==> src/rtl/softmax_row_serializer_pkg.sv <==
// rtl/softmax_row_serializer_pkg.sv - shared attention Q-format widths, serializer FSM encoding, index-width helper
// Optional feature macro used by importers: SOFTMAX_SER_ROW_SUM_EN
package softmax_row_serializer_pkg;

  localparam int ATTN_ELEM_W = 16;
  localparam int ATTN_FRAC_W = 8;

  typedef enum logic {
    ST_IDLE = 1'b0,
    ST_SEND = 1'b1
  } ser_state_e;

  // Index counter width; a one-element row still needs a 1-bit index port
  function automatic int idx_width(input int n);
    return (n > 1) ? $clog2(n) : 1;
  endfunction

endpackage

==> src/rtl/softmax_row_sum_acc.sv <==
// rtl/softmax_row_sum_acc.sv - clear/add/commit row-sum accumulator
// Instantiated by softmax_row_serializer only when SOFTMAX_SER_ROW_SUM_EN is defined.
module softmax_row_sum_acc #(
  parameter int DATA_WIDTH = 16,
  parameter int SUM_WIDTH  = 19
) (
  input  logic                  clk,
  input  logic                  rst_n,
  input  logic                  clear,
  input  logic                  add_en,
  input  logic [DATA_WIDTH-1:0] add_data,
  input  logic                  commit,
  output logic                  sum_valid,
  output logic [SUM_WIDTH-1:0]  sum_data
);

  logic [SUM_WIDTH-1:0] acc_q, acc_d, acc_sum;
  logic [SUM_WIDTH-1:0] sum_data_q, sum_data_d;
  logic                 sum_valid_q, sum_valid_d;

  always_comb begin
    acc_sum     = acc_q + SUM_WIDTH'(add_data);
    acc_d       = acc_q;
    sum_data_d  = sum_data_q;
    sum_valid_d = 1'b0;
    if (add_en) begin
      acc_d = acc_sum;
      if (commit) begin
        sum_data_d  = acc_sum;
        sum_valid_d = 1'b1;
      end
    end
    // A new row captured on the last beat starts from zero after the commit
    if (clear) begin
      acc_d = '0;
    end
  end

  always_ff @(posedge clk or negedge rst_n) begin
    if (!rst_n) begin
      acc_q       <= '0;
      sum_data_q  <= '0;
      sum_valid_q <= 1'b0;
    end else begin
      acc_q       <= acc_d;
      sum_data_q  <= sum_data_d;
      sum_valid_q <= sum_valid_d;
    end
  end

  assign sum_valid = sum_valid_q;
  assign sum_data  = sum_data_q;

endmodule

==> src/rtl/softmax_row_serializer.sv <==
// rtl/softmax_row_serializer.sv - buffers one packed softmax row and streams it one element per cycle
// Optional row-sum output enabled by SOFTMAX_SER_ROW_SUM_EN.
module softmax_row_serializer
  import softmax_row_serializer_pkg::*;
#(
  parameter  int DATA_WIDTH  = ATTN_ELEM_W,
  parameter  int DATA_LENGTH = 4,
  localparam int IDX_WIDTH   = idx_width(DATA_LENGTH)
) (
  input  logic                              clk,
  input  logic                              rst_n,
  input  logic                              in_valid,
  output logic                              in_ready,
  input  logic [DATA_WIDTH*DATA_LENGTH-1:0] in_data,
  output logic                              out_valid,
  input  logic                              out_ready,
  output logic [DATA_WIDTH-1:0]             out_data,
  output logic [IDX_WIDTH-1:0]              out_idx,
  output logic                              out_last,
  output logic                              sum_valid,
  output logic [DATA_WIDTH+IDX_WIDTH:0]     sum_data
);

  localparam logic [IDX_WIDTH-1:0] LAST_IDX = IDX_WIDTH'(DATA_LENGTH - 1);

  ser_state_e                        state_q, state_d;
  logic [DATA_WIDTH*DATA_LENGTH-1:0] buf_q, buf_d;
  logic [IDX_WIDTH-1:0]              idx_q, idx_d;
  logic                              in_fire, out_fire;

  always_comb begin
    out_data = '0;
    for (int i = 0; i < DATA_LENGTH; i++) begin
      if (idx_q == IDX_WIDTH'(i)) begin
        out_data = buf_q[i*DATA_WIDTH +: DATA_WIDTH];
      end
    end
  end

  assign out_valid = (state_q == ST_SEND);
  assign out_idx   = idx_q;
  assign out_last  = (idx_q == LAST_IDX);
  // Accepting on the last beat is what removes the bubble between rows
  assign in_ready  = (state_q == ST_IDLE) || (out_last && out_ready);
  assign in_fire   = in_valid && in_ready;
  assign out_fire  = out_valid && out_ready;

  always_comb begin
    state_d = state_q;
    buf_d   = buf_q;
    idx_d   = idx_q;
    case (state_q)
      ST_IDLE: begin
        if (in_fire) begin
          buf_d   = in_data;
          idx_d   = '0;
          state_d = ST_SEND;
        end
      end
      ST_SEND: begin
        if (out_fire) begin
          if (!out_last) begin
            idx_d = idx_q + IDX_WIDTH'(1);
          end else if (in_fire) begin
            buf_d = in_data;
            idx_d = '0;
          end else begin
            state_d = ST_IDLE;
          end
        end
      end
      default: state_d = ST_IDLE;
    endcase
  end

  always_ff @(posedge clk or negedge rst_n) begin
    if (!rst_n) begin
      state_q <= ST_IDLE;
      buf_q   <= '0;
      idx_q   <= '0;
    end else begin
      state_q <= state_d;
      buf_q   <= buf_d;
      idx_q   <= idx_d;
    end
  end

`ifdef SOFTMAX_SER_ROW_SUM_EN
  softmax_row_sum_acc #(
    .DATA_WIDTH (DATA_WIDTH),
    .SUM_WIDTH  (DATA_WIDTH + IDX_WIDTH + 1)
  ) u_sum_acc (
    .clk       (clk),
    .rst_n     (rst_n),
    .clear     (in_fire),
    .add_en    (out_fire),
    .add_data  (out_data),
    .commit    (out_last),
    .sum_valid (sum_valid),
    .sum_data  (sum_data)
  );
`else
  assign sum_valid = 1'b0;
  assign sum_data  = '0;
`endif

endmodule
==> config.mk <==
export PLATFORM = sky130hd
export DESIGN_NAME = softmax_row_serializer
export DESIGN_NICKNAME = d
export VERILOG_FILES = /design/src/rtl/softmax_row_serializer_pkg.sv /design/src/rtl/softmax_row_sum_acc.sv /design/src/rtl/softmax_row_serializer.sv
export SDC_FILE = /design/constraint.sdc
export NUM_CORES = 1
export LEC_CHECK = 0
export BUFFER_PORTS_ARGS = -buffer_cell sky130_fd_sc_hd__buf_2
export CORE_ASPECT_RATIO = 1.1
export CORE_MARGIN = 3
export CORE_UTILIZATION = 53
export CTS_BUF_LIST = sky130_fd_sc_hd__clkbuf_2
export CTS_CLUSTER_DIAMETER = 50
export DETAILED_ROUTE_END_ITERATION = 10
export PLACE_DENSITY = 0.91
export SYNTH_ARGS = -nofsm -noshare
export SYNTH_HDL_FRONTEND = slang
export SYNTH_SLANG_ARGS = --single-unit
==> constraint.sdc <==
create_clock -name clk -period 2 [get_ports clk]
set_input_delay 0.2 -clock clk [delete_from_list [all_inputs] [get_ports clk]]
set_output_delay 0.2 -clock clk [all_outputs]
set_load 0.01 [all_outputs]
==> metrics.txt <==
critical-path cell list inv_4, ha_4, nor2b_4, buf_6, a22oi_2, a21oi_2, buf_2; all-layer global routing usage 28.61%; Max VDD drop 0.001019 V; wire per inst 21.59 um; Post-Syn Area per Cell 14.34 um2; Synth Area in XOR/XNOR 0%; final setup skew 0.03801 ns; max-slew violations 0; CTS tree yes; CP max stage delay 0.53 ns; number of remaining DRC errors 0; CTS Sinks 67; Required @ worst endpoint 1.80 ns; Pwr per Cell Area 1557 nW/um2; failing checks setup timing; Crit Path Class reg2out; Hold EP out_valid; Post-synth top cells 67 x dfrtp_1, 60 x mux2_4, 21 x buf_4; CTS H-tree lvls 3; Yosys reg bits 67; n_diodes 0; period utilization 112.9%; Worst-Skew Late Latency 0.51 ns; most used flip-flop cell after synthesis dfrtp_1; worst r2r src out_idx[0]; sequential area share after synthesis 49.98%; Post-Synthesis Cells 234; layout cell share with drive strength beyond 1 55.42%; Pleak 0.002442 uW; number of synthesized flops with an enable pin 0; pre-CTS setup slack 0.1624 ns; Inserted Clock Buffers 9; Routed Antenna Nets 0; hold depth 2; unrepaired setup endpoints after global routing yes; io pins 109; synth unique cells 26; multiplexer share of the synthesized area 28.50%; largest net degree at the start of global routing 40; Congestion Overflow GR 0; Post-Syn Area 3354 um2; DRT Pass-1 Iters 4; vias in the first global route 2767; Post-Route WL 10.43 mm; Synth area leader dfrtp_1; Synth area leaders dfrtp_1 50%, mux2_4 27%, buf_4 4.7%, a22oi_1 3.4%, o22ai_1 3.0%; crit path capture type primary output; die area 7321 um2; endpoints failing setup 16; Clock Tree Root clkbuf_2; num rows 29; Initial Util 56.37%; final hold vios 0; Core Area 5951 um2; worst r2r dst buf_q[46]; die outline width 81.86 um; YS warnings 0; Simple-Gate Fraction of Synth Area 2.051%; setup ws final -0.2579 ns; Die Span Y 89.44 um; compound-gate portion of the synthesized area 10.07%; HPWL after DPL 5.507 mm; status finished with violations; hold crit path type in2reg; min Tclk post-route 2.258 ns; fmax 0.4429 GHz; Detailed Route Iter0 Violations 185; Util after Layout 82.13%; initial antenna violation count 0; max_cap viols 0; Tot Pwr 7607 uW; Area Growth Syn to Fin 45.69%; Startpoint Class register; vias per cell 5.563; CP max-delay cell dfrtp_2; gp weighted congestion 0.8280; flop-to-flop setup slack 0.14 ns; via count 2687; Net count, final 474; Hold Startpoint in_valid; largest family of logic cells by synthesized area multiplexers; asr flop ratio synth 100.0%; critical path peak fanout 8; top-area cell type share of the netlist area 49.98%; worst reg-to-reg path cell count 5; Max clock buf depth 2; IO buf count 88; Post-Synth Adder-Cell Area 1.492%; first-pass GRT wire length 15.05 mm; count leader, synth dfrtp_1; Worst-path clk slew 0.15 ns; Arrival @ worst endpoint 2.06 ns
-- sequential cells by signal (all words and copies together) (netlist names) --
signal,count
buf_q,64
out_idx,2
out_valid,1
-- power by group --
group	switching, uW	total [uW]	internal, uW
logic	1910	4190	2280
clock network	479	762	284
registers	620	2660	2040
-- cells by family after synthesis --
kind of cell / count (synthesis)
AND/OR/NAND/NOR: 9
other: 1
multiplexers: 65
AO/OA/AOI/OAI: 52
adder cells (fa/ha/maj): 4
flip-flops: 67
buffers and inverters: 36
-- per-stage QoR --
stage | hold WS (ns) | std cells | cell area (um2) | TNS, ns
floorplan | -0.09559 | 253 | 3426 | 0
global placement | 0.2301 | 397 | 3849 | 0
detailed placement | 0.2438 | 397 | 3849 | 0
CTS | 0.01405 | 482 | 4788 | -2.019
global route | 0.004744 | 483 | 4887 | -4.512
finish | 0.03189 | 483 | 4887 | -3.218
-- worst max path at each step --
stage / startpoint / endpoint / slack, ns
after floorplan: out_idx[1] / out_data[10] / 0.18
after global routing: out_idx[0] / out_data[9] / -0.38
after global placement: out_idx[0] / buf_q[34] / 0.22
final: out_idx[0] / out_data[2] / -0.26
after detailed placement: out_idx[0] / buf_q[4] / 0.16
after CTS: out_idx[0] / out_data[4] / -0.16
-- cell type report --
class / instances / area, um2
Multi-Input combinational cell: 150 / 1705
Clock buffer: 11 / 55.05
Sequential cell: 67 / 1679
Tap cell: 77 / 96.34
Timing Repair Buffer: 170 / 1291
Fill cell: 290 / 1064
Clock inverter: 4 / 42.54
Inverter: 4 / 17.52
-- routing by layer --
layer	GRT usage [%]	wire (um)	vias up
li1	-	-	1154
met1	35.67	4033	1321
met2	47.47	5262	162
met3	4.133	588	50
met4	16.47	544	0
met5	0	0	-
-- layout by cell type, fill, tap and decap left out, types with 2 or more instances in the layout --
master,netlist,routed
ha_4,0,4
inv_2,0,2
buf_12,0,4
clkbuf_2,0,11
a22oi_2,0,10
mux2_4,60,60
clkinv_1,1,2
dfrtp_2,0,2
nand2b_1,3,2
a22oi_1,15,5
buf_2,2,88
a21oi_2,0,8
a22o_1,2,2
o22ai_2,0,7
a21oi_1,16,8
buf_6,6,6
dfrtp_1,67,65
buf_4,21,7
dlygate4sd3_1,0,65
mux2_2,4,4
conb_1,1,20
o22ai_1,16,8
-- critical path, delay by kind of cell (launching register included) --
family                     cells  cell delay [ns]
AOI/OAI and AO/OA              2             0.28
and+or+nand+nor                1             0.16
adders and majority gates      1             0.15
buffers and inverters          3             0.46
DFF                            1             0.53
-- timing repair --
| item | 4_1_cts | 5_1_grt |
|---|---|---|
| buffers inserted | 4 | 0 |
| endpoints found under the setup margin | 16 | 16 |
| resized for setup | 37 | 21 |
| hold buffers | 65 | 0 |
| endpoints found under the hold margin | 131 | 0 |
| pin swaps | 18 | 1 |
| gates cloned | 1 | 1 |
(Power assumes the default switching activity.)
